## config.mk

```make
export PLATFORM = sky130hd
export DESIGN_NAME = opcode_sequencer_flat
export DESIGN_NICKNAME = d
export VERILOG_FILES = /design/src/rtl/isa_pkg.sv /design/src/rtl/opcode_sequencer_if.sv /design/src/rtl/opcode_sequencer_intr_sync_edge.sv /design/src/rtl/opcode_sequencer.sv /design/src/flat_wrapper.sv
export SDC_FILE = /design/constraint.sdc
export NUM_CORES = 1
export LEC_CHECK = 0
export BUFFER_PORTS_ARGS = -buffer_cell sky130_fd_sc_hd__clkbuf_2
export CELL_PAD_IN_SITES_DETAIL_PLACEMENT = 0
export CELL_PAD_IN_SITES_GLOBAL_PLACEMENT = 1
export CORE_MARGIN = 1
export CORE_UTILIZATION = 33
export CTS_CLUSTER_DIAMETER = 50
export CTS_CLUSTER_SIZE = 40
export DETAILED_ROUTE_END_ITERATION = 6
export GPL_TIMING_DRIVEN = 0
export PLACE_DENSITY = 0.69
export SLEW_MARGIN = 20
export SYNTH_ARGS = -nofsm -noshare
export SYNTH_HDL_FRONTEND = slang
export SYNTH_SLANG_ARGS = --single-unit
export TNS_END_PERCENT = 100
```

## constraint.sdc

```tcl
create_clock -name clk -period 1.2 [get_ports clk]
set_input_delay 0.18 -clock clk [delete_from_list [all_inputs] [get_ports clk]]
set_output_delay 0.18 -clock clk [all_outputs]
set_load 0.05 [all_outputs]
```

## src/rtl/isa_pkg.sv

```systemverilog
// rtl/isa_pkg.sv - opcode constants and sequencer state encoding shared with decode
package isa_pkg;

    localparam int OP_W = 5;

    localparam logic [4:0] OP_NOP   = 5'b00000;
    localparam logic [4:0] OP_LDM   = 5'b10001;
    localparam logic [4:0] OP_CALL  = 5'b11000;
    localparam logic [4:0] OP_CALL2 = 5'b11001;
    localparam logic [4:0] OP_RET   = 5'b11010;
    localparam logic [4:0] OP_RET2  = 5'b11011;
    localparam logic [4:0] OP_RTI   = 5'b11100;
    localparam logic [4:0] OP_RTI2  = 5'b11101;
    localparam logic [4:0] OP_INT1  = 5'b11110;
    localparam logic [4:0] OP_INT2  = 5'b11111;

    typedef enum logic [2:0] {
        SEQ_IDLE,
        SEQ_CALL2,
        SEQ_RET2,
        SEQ_RTI2,
        SEQ_INT1,
        SEQ_INT2,
        SEQ_IMM
    } seqState_e;

    // State entered after an opcode is consumed in IDLE.
    function automatic seqState_e followState(input logic [4:0] op);
        case (op)
            OP_CALL: return SEQ_CALL2;
            OP_RET:  return SEQ_RET2;
            OP_RTI:  return SEQ_RTI2;
            OP_LDM:  return SEQ_IMM;
            default: return SEQ_IDLE;
        endcase
    endfunction

endpackage

```

## src/rtl/opcode_sequencer_if.sv

```systemverilog
// rtl/opcode_sequencer_if.sv - fetch/decode side signals of the IF/ID opcode stage
interface opcode_sequencer_if #(
    parameter int OPW = isa_pkg::OP_W
);

    logic [OPW-1:0] fetchOpCode;
    logic           fetchValid;
    logic           stall;
    logic           flush;
    logic           intrReq;
    logic [OPW-1:0] opCode;
    logic           makeMeBubble;
    logic           immSlot;
    logic           intrAck;
    logic           fetchHold;
    logic           busy;

    modport master (
        input  fetchOpCode, fetchValid, stall, flush, intrReq,
        output opCode, makeMeBubble, immSlot, intrAck, fetchHold, busy
    );

    modport slave (
        output fetchOpCode, fetchValid, stall, flush, intrReq,
        input  opCode, makeMeBubble, immSlot, intrAck, fetchHold, busy
    );

endinterface

```

## src/rtl/opcode_sequencer_intr_sync_edge.sv

```systemverilog
// rtl/opcode_sequencer_intr_sync_edge.sv - interrupt request synchroniser with rising-edge pulse
module intr_sync_edge #(
    parameter int STAGES = 2
) (
    input  logic clk,
    input  logic rst,
    input  logic asyncIn,
    output logic risePulse
);

    logic [STAGES-1:0] syncQ;
    logic              lastQ;

    always_ff @(posedge clk or posedge rst) begin
        if (rst) begin
            syncQ <= '0;
            lastQ <= 1'b0;
        end else begin
            syncQ <= {syncQ[STAGES-2:0], asyncIn};
            lastQ <= syncQ[STAGES-1];
        end
    end

    assign risePulse = syncQ[STAGES-1] & ~lastQ;

endmodule

```

## src/rtl/opcode_sequencer.sv

```systemverilog
// rtl/opcode_sequencer.sv - IF/ID opcode stage: expands two-part ops, injects interrupts, bubbles
module opcode_sequencer #(
    parameter int OPW       = isa_pkg::OP_W,
    parameter int INTR_SYNC = 2
) (
    input logic                clk,
    input logic                rst,
    opcode_sequencer_if.master bus
);

    import isa_pkg::*;

    seqState_e      state;
    logic           pending;
    logic           intrRise;
    logic [OPW-1:0] opCodeQ;
    logic           bubbleQ;
    logic           immQ;
    logic           ackQ;
    logic           holdComb;

    intr_sync_edge #(
        .STAGES(INTR_SYNC)
    ) u_intrSync (
        .clk      (clk),
        .rst      (rst),
        .asyncIn  (bus.intrReq),
        .risePulse(intrRise)
    );

    // fetchHold mirrors the decision the FSM takes at the coming edge.
    always_comb begin
        holdComb = 1'b0;
        if (rst || bus.stall) begin
            holdComb = 1'b1;
        end else if (bus.flush && (state == SEQ_IDLE || state == SEQ_IMM)) begin
            holdComb = 1'b0;
        end else begin
            case (state)
                SEQ_IDLE: holdComb = pending;
                SEQ_IMM:  holdComb = 1'b0;
                default:  holdComb = 1'b1;
            endcase
        end
    end

    always_ff @(posedge clk or posedge rst) begin
        if (rst) begin
            state   <= SEQ_IDLE;
            pending <= 1'b0;
            opCodeQ <= OP_NOP;
            bubbleQ <= 1'b0;
            immQ    <= 1'b0;
            ackQ    <= 1'b0;
        end else begin
            opCodeQ <= OP_NOP;
            bubbleQ <= 1'b0;
            immQ    <= 1'b0;
            ackQ    <= 1'b0;
            // A stalled sequencer still latches a new request edge; it only defers issuing it.
            pending <= pending | intrRise;
            if (bus.stall) begin
                bubbleQ <= 1'b1;
            end else if (bus.flush && (state == SEQ_IDLE || state == SEQ_IMM)) begin
                state <= SEQ_IDLE;
            end else begin
                case (state)
                    SEQ_CALL2: begin
                        opCodeQ <= OP_CALL2;
                        state   <= SEQ_IDLE;
                    end
                    SEQ_RET2: begin
                        opCodeQ <= OP_RET2;
                        state   <= SEQ_IDLE;
                    end
                    SEQ_RTI2: begin
                        opCodeQ <= OP_RTI2;
                        state   <= SEQ_IDLE;
                    end
                    SEQ_INT1: begin
                        opCodeQ <= OP_INT2;
                        ackQ    <= 1'b1;
                        pending <= 1'b0;
                        state   <= SEQ_INT2;
                    end
                    SEQ_INT2: begin
                        state <= SEQ_IDLE;
                    end
                    SEQ_IMM: begin
                        immQ  <= 1'b1;
                        state <= SEQ_IDLE;
                    end
                    default: begin
                        if (pending) begin
                            opCodeQ <= OP_INT1;
                            state   <= SEQ_INT1;
                        end else if (bus.fetchValid) begin
                            opCodeQ <= bus.fetchOpCode;
                            state   <= followState(bus.fetchOpCode);
                        end
                    end
                endcase
            end
        end
    end

    assign bus.opCode       = opCodeQ;
    assign bus.makeMeBubble = bubbleQ;
    assign bus.immSlot      = immQ;
    assign bus.intrAck      = ackQ;
    assign bus.fetchHold    = holdComb;
    assign bus.busy         = (state != SEQ_IDLE);

endmodule

```

## src/flat_wrapper.sv

```systemverilog
// flat-port wrapper written by rule: the top's interface ports become plain ports
module opcode_sequencer_flat import isa_pkg::*;
#(
    parameter int OPW       = isa_pkg::OP_W,
    parameter int INTR_SYNC = 2
)
  (clk, rst, bus_fetchOpCode, bus_fetchValid, bus_stall, bus_flush, bus_intrReq, bus_opCode, bus_makeMeBubble, bus_immSlot, bus_intrAck, bus_fetchHold, bus_busy);
  opcode_sequencer_if #(.OPW(OPW)) bus_i ();
  input logic clk;
  input logic rst;
  input wire logic [$bits(bus_i.fetchOpCode)-1:0] bus_fetchOpCode;
  input wire logic [$bits(bus_i.fetchValid)-1:0] bus_fetchValid;
  input wire logic [$bits(bus_i.stall)-1:0] bus_stall;
  input wire logic [$bits(bus_i.flush)-1:0] bus_flush;
  input wire logic [$bits(bus_i.intrReq)-1:0] bus_intrReq;
  output wire logic [$bits(bus_i.opCode)-1:0] bus_opCode;
  output wire logic [$bits(bus_i.makeMeBubble)-1:0] bus_makeMeBubble;
  output wire logic [$bits(bus_i.immSlot)-1:0] bus_immSlot;
  output wire logic [$bits(bus_i.intrAck)-1:0] bus_intrAck;
  output wire logic [$bits(bus_i.fetchHold)-1:0] bus_fetchHold;
  output wire logic [$bits(bus_i.busy)-1:0] bus_busy;
  assign bus_i.fetchOpCode = bus_fetchOpCode;
  assign bus_i.fetchValid = bus_fetchValid;
  assign bus_i.stall = bus_stall;
  assign bus_i.flush = bus_flush;
  assign bus_i.intrReq = bus_intrReq;
  assign bus_opCode = bus_i.opCode;
  assign bus_makeMeBubble = bus_i.makeMeBubble;
  assign bus_immSlot = bus_i.immSlot;
  assign bus_intrAck = bus_i.intrAck;
  assign bus_fetchHold = bus_i.fetchHold;
  assign bus_busy = bus_i.busy;
  opcode_sequencer #(.OPW(OPW), .INTR_SYNC(INTR_SYNC)) u_core (.clk(clk), .rst(rst), .bus(bus_i));
endmodule
```

Yosys cells after proc, flatten, opt, wreduce, memory -nomap -nowiden
Cells that the tools add are included.
Operators by class
  muxes and demuxes: 23
  divide/modulo/power cells: 0
  bitwise gates (word level): 4
  multipliers: 0
  magnitude comparators: 0
  eq/ne operators: 10
  $add $sub $neg: 0
  reduce and logical (&&, ||, !) cells: 9
  shifts and indexed selects: 0
Operator list (number)
  one-hot mux 5 bit (5 select lines): 1
  == test 5 bit, second input constant: 4
  2-to-1 mux 5 bit: 4
  2-to-1 mux 1 bit: 12
  one-hot mux 3 bit (4 select lines): 1
  == test 3 bit, second input constant: 3
  2-to-1 mux 3 bit: 3
  == test 3 x 2 -> 1 bit, second input constant: 2
  one-hot mux 3 bit (2 select lines): 1
  nonzero test 5 bit: 1
  OR reduction 5 bit: 1
  == test 3 x 1 -> 1 bit, second input constant: 1
  logical NOT 3 bit: 1
  nonzero test 3 bit: 1
  logical OR 1 bit: 2
  inverter 1 bit: 2
  one-hot mux 1 bit (2 select lines): 1
  AND reduction 2 bit: 1
  OR reduction 2 bit: 1
  AND 1 bit: 1
  logical AND 1 bit: 1
  bitwise OR 1 bit: 1
Storage, ports and cells
  memory bits (read-only): 0
  bits in writable memories: 0
  bits of input ports: 11
  memories: 0
  register bits after elaboration: 15
  logic and storage cells: 54
  output and inout bits: 10
  latch bits: 0

Logic depth before layout (Yosys ltp)
  depth in word-level cells: 6
  depth in mapped cells: 5
  depth with buffers taken out: 4

Hierarchy
A second synthesis with hierarchy kept.
Second synthesis, totals
  cells, all modules: 73
  area total of the unflattened synthesis: 760.7 µm²
Modules (own cells, without submodules)
  opcode_sequencer: instances 1, cells an instance 68, sequential area each 300.3 µm², area each 668.1 µm²
  intr_sync_edge: instances 1, cells an instance 5, sequential area each 75.1 µm², area each 92.6 µm²

Worst setup path before layout
Ideal clock, no wire load.
  kind: register to output
  start point: register u_core.state[1]
  end point: output bus_fetchHold
  buffers on the path: 1
  stages on the path, launching flop included: 5
  required time: 1.020 ns
  arrival: 1.355 ns
  slack: -0.335 ns
  cell sequence: dfrtp_1 > buf_4 > nor2_1 > o21ai_1 > a2111o_1
On the way
  word-level cells in the longest chain between the ends: 5
  elaborated cells between the ends (all ways): 7
  those cells by class: eq/ne (1); mux (3); reduce/logical (3)
RTL lines
  from (decl): line opcode_sequencer.sv:13  | seqState_e state;
  from (signal assigned): line opcode_sequencer.sv:99  | state <= followState(bus.fetchOpCode);
  branches (longest 3 deep; another with == test 3 bit)
  2-to-1 mux 1 bit *: line opcode_sequencer.sv:36  | end else if (bus.flush && (state == SEQ_IDLE || state == SEQ_IMM)) begin
  2-to-1 mux 1 bit *: line opcode_sequencer.sv:34  | if (rst || bus.stall) begin
  to (decl): line flat_wrapper.sv:20  | output wire logic [$bits(bus_i.fetchHold)-1:0] bus_fetchHold;
Every way passes the cells marked *.

Worst setup path in the final report
Same ends and word-level chain as after synthesis.

==> results_dict.tcl <==
set metrics [dict create \
    status "finished with violations" \
    violations "negative setup slack" \
    synth_seq_area_share_pct 50.3 \
    grt_setup_unrepaired "yes" \
    numCtsBuffers 3 \
    clk_root_buffer_cell "sky130_fd_sc_hd__clkbuf_4" \
    most-common-layout-cells "sky130_fd_sc_hd__clkbuf_2, sky130_fd_sc_hd__dfrtp_1, sky130_fd_sc_hd__buf_6, sky130_fd_sc_hd__nand2_1, sky130_fd_sc_hd__nand2b_1" \
    route.detailed.vias_per_inst 5.35 \
    drcViolationCount 0 \
    worst_reg2reg_path_startpoint "u_core.state[1]" \
    placement.io_buffers 20 \
    synth-async-reset-ratio_pct 100 \
    power_density_nw_per_um2 2290 \
    track_usage_pct 15.1 \
    layout_commonest_cell "sky130_fd_sc_hd__clkbuf_2" \
    synth_area_per_cell_um2 9.96 \
    detailed_place_hpwl_um 1180 \
    synth.distinct_cells 31 \
    synth_seq_cells 15 \
    cp_slowest_cell "sky130_fd_sc_hd__a2111o_2" \
    starting_density_of_the_core_pct 36.6 \
    antenna_found_initial 0 \
    edff_count_synth 0 \
    critPathMaxStageDelay_ns 0.44 \
    critical_path.max_fanout 3 \
    finClkSkew_ns 0.0168 \
    critPathArrivalTime_ns 1.61 \
    synthesis.area_um2 747 \
    tightest_slew_ns 0.556 \
    netlist_instances 75 \
    worstHoldEndpoint "u_core.bus.makeMeBubble" \
    timing.max_cap.violations 0 \
    core.rowCount 16 \
    fmax_mhz 558 \
    crit_path_cell_trace "buf_6, nor2_4, o21ai_1, a2111o_2, clkbuf_16" \
    routed_wl_um 1880 \
    switching_power_mw 1.21 \
    combinational_share_of_power_pct 61.3 \
    worst_ep_required_time_ns 1.02 \
    coreArea_um2 2040 \
    end_kind "output pin" \
    hp-class "in -> reg" \
    net_count_of_the_mapped_netlist 86 \
    htreeDepth 1 \
    cell_count_of_the_worst_hold_path 1 \
    path_delay_family "compound AO/OA/AOI/OAI gates" \
    diodes 0 \
    initialDrtViolationCount 40 \
    max-slew-margin-rel_pct 62.9 \
    num-nets-final 121 \
    p_total_mw 2.62 \
    setup_violations 11 \
    timing.final.crit_period_ns 1.79 \
    ios 21 \
    die_h_um 49.6 \
    layout-area-overhead-vs-synth_pct 53.3 \
    grt_overflow 0 \
    yosys_most_used_dff "sky130_fd_sc_hd__dfrtp_1" \
    place_ws_ns -0.339 \
    timing_max_transition_violations_final 0 \
    insertion_delay_ns 0.29 \
    gp_routability_congestion 0.776 \
    grt_pass1_vias 624 \
    die_w_um 49.6 \
    crit_buf_inv 2 \
    static-leakage-power_nw 0.524 \
    drt-pass1-iter-count 4 \
    max-vdd-ir-drop_v 0.00123 \
    hp-start "bus_stall" \
    clockBufferDepth 2 \
    worstRegToRegCells 5 \
    start_kind "flip-flop" \
    final_layout_size_suffix_gt1_share_pct 48.6 \
    clkSinkCount 15 \
    ff_to_ff_end "u_core.state[1]" \
    num_vias 728 \
    critical_path_class "reg -> out" \
    report.final.hold_viol_count 0 \
    internal_power_mw 1.42 \
    clock_power_share_pct 11.2 \
    dieArea_um2 2460 \
    rrSetupSlack_ns -0.36 \
    p_seq_share_pct 27.5 \
    final.setup.worst_slack_ns -0.591 \
    cts.clk_slew.worst_paths_ns 0.10 \
    antenna_left 0 \
    dr_wl_cell_um 13.8 \
    maximum_number_of_pins_on_one_net_before_global_route_repair 16 \
    synthesis.yosys.warnings 0 \
    timing.final.crit_share_pct 149 \
    sw_frac_of_total_pct 46.0 \
    grt_first_pass_wirelength_um 2820 \
    cts_tree "built" \
]
==> worst reg2reg max path, delay by kind of cell (launching register included) <==
kind	cells	cell delay (ns)
buf+inv	1	0.14
compound gates	2	0.40
flops	1	0.40
simple gates	2	0.53
==> synth_stat cells (all sizes together) (2+ instances only) <==
cell type / instances / area [µm²]
buf: 3 / 17.5
nand2: 6 / 22.5
dfrtp: 15 / 375
a31oi: 2 / 12.5
nand2b: 5 / 31.3
and3: 2 / 12.5
inv: 3 / 11.3
nor4: 2 / 12.5
a21oi: 9 / 56.3
nand3: 2 / 10.0
mux2i: 2 / 20.0
o21ai: 5 / 25.0
nor2: 3 / 11.3
o31a: 2 / 17.5
a211oi: 2 / 15.0
==> logic make-up (layout without fill, tap and decap cells) <==
| logic type | count (synthesis) | count (layout) | share of synthesized area, % |
|---|---|---|---|
| muxes | 2 | 2 | 2.68 |
| xor gates and xnor gates | 1 | 1 | 1.17 |
| DFF | 15 | 15 | 50.3 |
| AOI/OAI and AO/OA | 25 | 25 | 23.1 |
| and+or+nand+nor | 25 | 25 | 18.4 |
| buffers and inverters | 7 | 41 | 4.35 |
==> state kept, by name, indices dropped and copies added (netlist names) <==
register / cells
u_core.bus.makeMeBubble: 1
u_core.state: 3
u_core.pending: 1
u_core.bus.intrAck: 1
u_core.bus.immSlot: 1
u_core.bus.opCode: 5
u_core.u_intrSync.lastQ: 1
u_core.u_intrSync.syncQ: 2
==> power groups by stage <==
stage               combinational [mW]  clock [mW]  sequential, mW
floorplan                        0.552           0            1.01
global placement                  1.09           0           0.721
detailed placement                1.08           0           0.725
CTS                               1.34       0.296           0.711
global route                      1.70       0.321           0.731
finish                            1.61       0.295           0.721
==> through the flow <==
stage	hold slack [ns]	util, %	instances	area, µm²	TNS [ns]
4_1_cts	0.00107	51.0	133	1040	-2.88
3_5_place_dp	0.269	43.8	122	893	-1.61
3_3_place_gp	0.260	43.8	122	893	-1.51
6_report	0.0224	56.1	136	1140	-3.09
5_1_grt	0.0153	56.1	136	1140	-3.66
2_1_floorplan	0.0815	-	75	759	-0.767
==> per-layer routing <==
| layer | vias up | wire [µm] | global-route usage, % |
|---|---|---|---|
| met5 | - | 0 | 0 |
| met4 | 0 | 14 | 7.14 |
| met3 | 2 | 106 | 1.85 |
| met2 | 34 | 1010 | 22.7 |
| met1 | 349 | 743 | 21.3 |
| li1 | 343 | - | - |
==> area by class of cell <==
class | instances | area (µm²)
inverters | 3 | 11.3
well taps | 27 | 33.8
fillers | 195 | 897
repair buffers | 30 | 238
multi-input cells | 53 | 423
flip-flops and latches | 15 | 375
clock buffers | 4 | 26.3
plain buffers | 4 | 37.5
==> how the worst max path moves through the flow <==
stage	startpoint	endpoint	depth (start not counted)
2_1_floorplan	u_core.state[1]	u_core.state[1]	4
3_3_place_gp	u_core.state[1]	bus_fetchHold	5
3_5_place_dp	u_core.state[1]	bus_fetchHold	5
4_1_cts	u_core.state[1]	bus_fetchHold	5
5_1_grt	u_core.state[1]	bus_fetchHold	5
6_report	u_core.state[1]	bus_fetchHold	5
==> repair_timing <==
action                     4_1_cts  5_1_grt
gates resized for setup         15       17
hold endpoints to repair        15        1
setup buffers                    6        3
setup endpoints to repair       10       11
hold buffers                     1        1
pin swaps                        3        6
(Power assumes the default switching activity.)
